## src/rtl/pic_priority_resolver_if.sv

```systemverilog
// Bus bundle for pic_priority_resolver.
// master: drives the request lines, mask, OCW2 command and acknowledge (CPU/bench side).
// slave : the resolver; returns INT, the vector byte and the IRR/ISR views.
interface pic_priority_resolver_if;
  logic [7:0] IR;           // interrupt request lines, synchronous to clk
  logic       LTIM;         // 1 = level-triggered, 0 = edge-triggered
  logic       AEOI;         // automatic end-of-interrupt enable
  logic [4:0] VectorAdress; // upper five bits of the vector
  logic [7:0] IMR;          // 1 masks the line
  logic [2:0] ControlBits;  // OCW2 {R,SL,EOI}
  logic [2:0] IntLevel;     // OCW2 level for specific EOI
  logic       OCW2_stb;     // one-cycle command strobe
  logic       INTA_n;       // active-low acknowledge, synchronous to clk
  logic       INT;          // interrupt request to CPU
  logic [7:0] DataOut;      // vector byte during second acknowledge
  logic       DataOutEn;    // DataOut valid
  logic [7:0] IRR;          // interrupt request register
  logic [7:0] ISR;          // in-service register

  modport master (
    output IR, LTIM, AEOI, VectorAdress, IMR, ControlBits, IntLevel, OCW2_stb, INTA_n,
    input  INT, DataOut, DataOutEn, IRR, ISR
  );

  modport slave (
    input  IR, LTIM, AEOI, VectorAdress, IMR, ControlBits, IntLevel, OCW2_stb, INTA_n,
    output INT, DataOut, DataOutEn, IRR, ISR
  );
endinterface

```

## src/rtl/pic_priority_resolver.sv

```systemverilog
// 8-line 8259-style priority resolver: request capture (edge or level), fixed priority
// with IR0 highest, in-service nesting, two-pulse INTA vector sequence and OCW2 EOI.
// Ports:
//   clk   - sole clock, rising edge
//   rst_n - synchronous active-low reset
//   bus   - pic_priority_resolver_if.slave (requests, mask, OCW2, INTA_n in;
//           INT, DataOut/DataOutEn, IRR, ISR out)
module pic_priority_resolver (
  input logic                     clk,
  input logic                     rst_n,
  pic_priority_resolver_if.slave  bus
);

  typedef enum logic [1:0] {StIdle, StAck1, StAck2} state_e;

  state_e     state_q;
  logic [7:0] ir_q, irr_q, isr_q, irr_d, isr_d;
  logic       inta_q;
  logic       int_q, douten_q, spurious_q;
  logic [7:0] dout_q;
  logic [2:0] lvl_q;

  logic [7:0] cand, isr_clr, isr_set;
  logic       win_found, isr_found, win_valid;
  logic [2:0] win_lvl, isr_low;
  logic       inta_fall, inta_rise, ack_take, ack_done;

  assign inta_fall = inta_q & ~bus.INTA_n;
  assign inta_rise = ~inta_q & bus.INTA_n;
  assign ack_take  = (state_q == StIdle) & inta_fall;
  assign ack_done  = (state_q == StAck2) & inta_rise;

  // Fixed priority: the lowest index wins, and must beat the highest-priority in-service level.
  always_comb begin
    cand      = irr_q & ~bus.IMR;
    win_found = 1'b0;
    win_lvl   = 3'd0;
    isr_found = 1'b0;
    isr_low   = 3'd0;
    for (int i = 7; i >= 0; i--) begin
      if (cand[i]) begin
        win_found = 1'b1;
        win_lvl   = 3'(i);
      end
      if (isr_q[i]) begin
        isr_found = 1'b1;
        isr_low   = 3'(i);
      end
    end
    win_valid = win_found & (~isr_found | (win_lvl < isr_low));
  end

  always_comb begin
    if (bus.LTIM) begin
      irr_d = bus.IR;
    end else begin
      // Set on a new rising edge, drop as soon as the line is seen low.
      irr_d = (irr_q | (bus.IR & ~ir_q)) & bus.IR;
      if (ack_take && win_valid) irr_d[win_lvl] = 1'b0;
    end

    isr_clr = 8'h00;
    if (bus.OCW2_stb) begin
      case (bus.ControlBits)
        3'b001:  isr_clr = isr_q & (~isr_q + 8'd1); // isolate lowest set bit
        3'b011:  isr_clr[bus.IntLevel] = 1'b1;
        default: isr_clr = 8'h00;
      endcase
    end
    if (ack_done && bus.AEOI && !spurious_q) isr_clr[lvl_q] = 1'b1;

    isr_set = 8'h00;
    if (ack_take && win_valid) isr_set[win_lvl] = 1'b1;

    // Clear first, then set: a same-bit set survives.
    isr_d = (isr_q & ~isr_clr) | isr_set;
  end

  always_ff @(posedge clk) begin
    if (!rst_n) begin
      state_q    <= StIdle;
      ir_q       <= 8'h00;
      irr_q      <= 8'h00;
      isr_q      <= 8'h00;
      inta_q     <= 1'b1;
      int_q      <= 1'b0;
      douten_q   <= 1'b0;
      dout_q     <= 8'h00;
      lvl_q      <= 3'd0;
      spurious_q <= 1'b0;
    end else begin
      ir_q   <= bus.IR;
      inta_q <= bus.INTA_n;
      irr_q  <= irr_d;
      isr_q  <= isr_d;
      case (state_q)
        StIdle: begin
          int_q    <= win_valid & ~inta_fall;
          douten_q <= 1'b0;
          dout_q   <= 8'h00;
          if (inta_fall) begin
            lvl_q      <= win_valid ? win_lvl : 3'd7;
            spurious_q <= ~win_valid;
            state_q    <= StAck1;
          end
        end
        StAck1: begin
          int_q <= 1'b0;
          if (inta_fall) begin
            state_q  <= StAck2;
            douten_q <= 1'b1;
            dout_q   <= {bus.VectorAdress, lvl_q};
          end
        end
        StAck2: begin
          int_q <= 1'b0;
          if (inta_rise) begin
            state_q  <= StIdle;
            douten_q <= 1'b0;
            dout_q   <= 8'h00;
          end else begin
            douten_q <= 1'b1;
            dout_q   <= {bus.VectorAdress, lvl_q};
          end
        end
        default: begin
          state_q  <= StIdle;
          int_q    <= 1'b0;
          douten_q <= 1'b0;
          dout_q   <= 8'h00;
        end
      endcase
    end
  end

  assign bus.INT       = int_q;
  assign bus.DataOut   = dout_q;
  assign bus.DataOutEn = douten_q;
  assign bus.IRR       = irr_q;
  assign bus.ISR       = isr_q;

endmodule

```

## src/flat_wrapper.sv

```systemverilog
// flat-port wrapper written by rule: the top's interface ports become plain ports
module pic_priority_resolver_flat 
  (clk, rst_n, bus_IR, bus_LTIM, bus_AEOI, bus_VectorAdress, bus_IMR, bus_ControlBits, bus_IntLevel, bus_OCW2_stb, bus_INTA_n, bus_INT, bus_DataOut, bus_DataOutEn, bus_IRR, bus_ISR);
  pic_priority_resolver_if bus_i ();
  input logic clk;
  input logic rst_n;
  input wire logic [$bits(bus_i.IR)-1:0] bus_IR;
  input wire logic [$bits(bus_i.LTIM)-1:0] bus_LTIM;
  input wire logic [$bits(bus_i.AEOI)-1:0] bus_AEOI;
  input wire logic [$bits(bus_i.VectorAdress)-1:0] bus_VectorAdress;
  input wire logic [$bits(bus_i.IMR)-1:0] bus_IMR;
  input wire logic [$bits(bus_i.ControlBits)-1:0] bus_ControlBits;
  input wire logic [$bits(bus_i.IntLevel)-1:0] bus_IntLevel;
  input wire logic [$bits(bus_i.OCW2_stb)-1:0] bus_OCW2_stb;
  input wire logic [$bits(bus_i.INTA_n)-1:0] bus_INTA_n;
  output wire logic [$bits(bus_i.INT)-1:0] bus_INT;
  output wire logic [$bits(bus_i.DataOut)-1:0] bus_DataOut;
  output wire logic [$bits(bus_i.DataOutEn)-1:0] bus_DataOutEn;
  output wire logic [$bits(bus_i.IRR)-1:0] bus_IRR;
  output wire logic [$bits(bus_i.ISR)-1:0] bus_ISR;
  assign bus_i.IR = bus_IR;
  assign bus_i.LTIM = bus_LTIM;
  assign bus_i.AEOI = bus_AEOI;
  assign bus_i.VectorAdress = bus_VectorAdress;
  assign bus_i.IMR = bus_IMR;
  assign bus_i.ControlBits = bus_ControlBits;
  assign bus_i.IntLevel = bus_IntLevel;
  assign bus_i.OCW2_stb = bus_OCW2_stb;
  assign bus_i.INTA_n = bus_INTA_n;
  assign bus_INT = bus_i.INT;
  assign bus_DataOut = bus_i.DataOut;
  assign bus_DataOutEn = bus_i.DataOutEn;
  assign bus_IRR = bus_i.IRR;
  assign bus_ISR = bus_i.ISR;
  pic_priority_resolver u_core (.clk(clk), .rst_n(rst_n), .bus(bus_i));
endmodule
```

## config.mk

```make
export PLATFORM = sky130hd
export DESIGN_NAME = pic_priority_resolver_flat
export DESIGN_NICKNAME = d
export VERILOG_FILES = /design/src/rtl/pic_priority_resolver_if.sv /design/src/rtl/pic_priority_resolver.sv /design/src/flat_wrapper.sv
export SDC_FILE = /design/constraint.sdc
export NUM_CORES = 1
export LEC_CHECK = 0
export ABC_AREA = 1
export CORE_ASPECT_RATIO = 0.6
export CORE_MARGIN = 5
export CORE_UTILIZATION = 52
export CTS_CLUSTER_DIAMETER = 150
export DETAILED_ROUTE_END_ITERATION = 8
export GPL_ROUTABILITY_DRIVEN = 0
export GPL_TIMING_DRIVEN = 0
export PLACE_DENSITY = 0.85
export SLEW_MARGIN = 20
export SYNTH_ARGS = -nofsm -noshare
export SYNTH_HDL_FRONTEND = slang
export SYNTH_SLANG_ARGS = --single-unit
```

## constraint.sdc

```tcl
create_clock -name clk -period 4.45 [get_ports clk]
set_input_delay 0.445 -clock clk [delete_from_list [all_inputs] [get_ports clk]]
set_output_delay 0.445 -clock clk [all_outputs]
set_load 0.02 [all_outputs]
```

==> impl_metrics.yaml <==
power_and_ir_drop:
  max-vdd-ir-drop_uv: 220
  p_comb_share_pct: 30.2
  p_int_w: 0.000632
  swShare_pct: 34.0
  total_power_w: 0.000958
  pwr-share-seq_pct: 43.9
  p_switching_w: 0.000326
  p_per_area_mw_per_mm2: 329
  leakage_nw: 1.28
  clockPowerShare_pct: 25.9
cells_and_area:
  drive_gt1_share_pct: 9.87
  num_antenna_cells: 0
  final_area_mm2: 0.00292
  area_delta_synth_final_pct: 34.4
  final_nets: 414
  finalNonFillerCells: 435
drt:
  dr.pass1.iters: 5
  num_vias: 2210
  drc: 0
  drt-initial-drc-count: 147
  drtAntennaViolNets: 0
  wl_per_cell_um: 12.5
  routed_via_density: 5.08
  routed_wl_um: 5460
worst_setup_path:
  r2r-start: "u_core.bus.ISR[2]$_SDFF_PN0_"
  cp_max_fo: 7
  cp-start-kind: "primary input"
  path_class: "primary input to flip-flop"
  worstPathArrival_ns: 2.67
  crit_start: "bus_IMR[0]"
  required_ns: 4.63
  critPathCaptureType: "flip-flop"
  r2r-end: "u_core.bus.IRR[7]$_SDFF_PN0_"
  rrSetupSlack_ns: 2.13
  r2r_cells: 11
  critPathCapture: "u_core.bus.IRR[7]$_SDFF_PN0_"
die:
  die_w_um: 93.4
  io_pins: 59
  die_area_mm2: 0.00561
  die_h_um: 60.0
  initial_utilization_pct: 53.2
  num_rows: 18
  coreArea_mm2: 0.00408
sta:
  worst_slew_pin_slew_ns: 0.694
  slew_headroom_pct: 53.8
  setup_viol: 0
  clock.fmax_mhz: 402
  slew_violations: 0
  final.period_utilization_pct: 55.9
  min_period_ns: 2.49
  totalNegativeSetupSlack_ns: 0
  hold_viol: 0
  rsz0062_at_grt: "false"
  finalClockSkew_ns: 0.00716
synth:
  synth_fp_nets: 349
  synth_top_cell_area_share_pct: 37.8
  yosysTopAreaCell: "dfxtp_1"
  yosys-top-cells-area: "dfxtp_1 (38%), nand2_1 (13%), inv_1 (8.8%), a21oi_1 (5.3%), nand4_1 (3.7%)"
  ys_async_sr_fraction_pct: 0
  syn_inst: 310
  synth-seq-cells: 41
  yosysUniqueCellTypes: 33
  ys_seq_area_share_pct: 37.8
  synth_edf_count: 0
  yosys.cell_count.top_type: "nand2_1"
  synthesis.area_mm2: 0.00217
  synthTopCellsByCount: "nand2_1 (75), inv_1 (51), dfxtp_1 (41), a21oi_1 (23), nor2_1 (19)"
  synth-main-ff-cell: "dfxtp_1"
  synth-warning-count: 0
  syn_avg_cell_area_um2: 7.00
place:
  port_buffers: 58
  place_area_mm2: 0.00283
  place_hpwl_um: 4260
  dpl.cell_count: 428
clock_tree:
  clockBufferDepth: 2
  path_clk_slew_ns: 0.08
  cts_buffers: 5
  cts_tree: "done"
  hold_buffers: 0
  worstSkewPairLatency_ns: 0.29
  postCtsResizedCells: 0
  ctsRootBufferMaster: "clkbuf_8"
  clock_sinks: 41
  postCtsSetupRepairBufs: 0
  cts_max_level: 2
grt:
  track_usage_pct: 20.2
  grt_remaining_overflow: 0
  antenna_found_initial: 0
  grt_max_degree: 13
  grt_pass1_wl_um: 9070
  grt_pass1_vias: 2058
flow_run:
  maxCapViolCount: 0
hold_path:
  hold_path_class: "flip-flop to flip-flop"
outcome:
  status: "complete, no violations"
power groups by stage:
stage                     Combinational, W  Sequential, W  Clock, W
after floorplan                   0.000168       0.000441         0
after global placement            0.000277       0.000427         0
after detailed placement          0.000283       0.000428         0
after CTS                         0.000286       0.000420  0.000248
after global routing              0.000320       0.000425  0.000266
final                             0.000289       0.000421  0.000248
cell usage in the layout, fill, tap and decap left out, types with 2 or more instances in the layout:
cell             netlist  layout
clkbuf_1               3       3
nand3_1               10      10
clkbuf_8               0       6
o31ai_1                2       2
or2_1                  2       2
a21boi_0               3       3
nand2_1               75      75
o211ai_1               4       4
inv_1                 51      51
a21oi_1               23      23
nor3_1                 7       7
or2_2                  4       4
dfxtp_1               41      41
o311ai_0               2       2
ha_1                   6       6
clkdlybuf4s50_1        0      58
o21ai_0               11      11
nand4_1               13      13
nor2_1                19      19
a21oi_2                9       9
nand2_2               11      11
stage by stage:
step | utilization [%] | setup WS, ns | hold slack [ns]
after global routing | 71.5 | 1.76 | 0.505
final | 71.5 | 1.96 | 0.469
after CTS | 71.5 | 1.98 | 0.468
after detailed placement | 69.3 | 1.68 | 0.455
after floorplan | - | 2.31 | 0.465
after global placement | 69.3 | 1.72 | 0.455
kinds of logic after synthesis:
logic type	Yosys count	synth area share, %
simple gates	146	31.1
buf+inv	59	10.8
compound gates	58	16.7
flops	41	37.8
fa+ha+maj	6	3.46
worst max-delay path, stage by stage:
cell and delay, ns:
clkdlybuf4s50_1 0.39, or2_2 0.32, nand2_1 0.12, nor2_2 0.07, nand2_2 0.12, inv_2 0.07, ha_1 0.31, a21oi_1 0.14
nand2_1 0.08, nand2_2 0.11, nand3_4 0.14, clkinv_4 0.12, nand2_2 0.08, nand2_1 0.08, a21oi_1 0.06
per-layer routing:
layer / vias up / share of wire [%] / track usage, %
met3: 0 / 8.6 / 5.16
met2: 87 / 41 / 31.1
met4: 0 / 0 / 3.55
met5: - / 0 / 0
li1: 1131 / - / -
met1: 992 / 50 / 28.8
worst min-delay path by stage:
stage,start,endpoint,slack [ns],depth (start not counted)
final,u_core.bus.DataOut[3]$_SDFFE_PN0P_,u_core.bus.DataOut[3]$_SDFFE_PN0P_,0.47,2
after global placement,u_core.bus.DataOut[3]$_SDFFE_PN0P_,u_core.bus.DataOut[3]$_SDFFE_PN0P_,0.46,2
after floorplan,u_core.spurious_q$_SDFFE_PN0P_,u_core.spurious_q$_SDFFE_PN0P_,0.47,2
after global routing,u_core.bus.DataOutEn$_SDFFE_PN0P_,u_core.bus.DataOutEn$_SDFFE_PN0P_,0.51,2
after CTS,u_core.bus.DataOutEn$_SDFFE_PN0P_,u_core.bus.DataOutEn$_SDFFE_PN0P_,0.47,2
after detailed placement,u_core.bus.DataOut[6]$_SDFFE_PN0P_,u_core.bus.DataOut[6]$_SDFFE_PN0P_,0.46,2
area by class of cell:
cell class                 count  area (um2)
buffer                         5        27.5
sequential                    41         821
multi-input combinational    210        1110
clock inverter                 1        7.51
fill                         342        1160
inverter                      54         208
clock buffer                   6        82.6
timing repair buffer          58         581
tap                           60        75.1
registers in the layout (all words and copies together), names as in the netlist:
signal                cells
u_core.lvl_q              3
u_core.bus.DataOut        8
u_core.bus.DataOutEn      1
u_core.ir_q               8
u_core.bus.ISR            8
u_core.inta_q             1
u_core.bus.IRR            8
u_core.spurious_q         1
u_core.bus.INT            1
u_core.state_q            2
(Power assumes the default switching activity.)
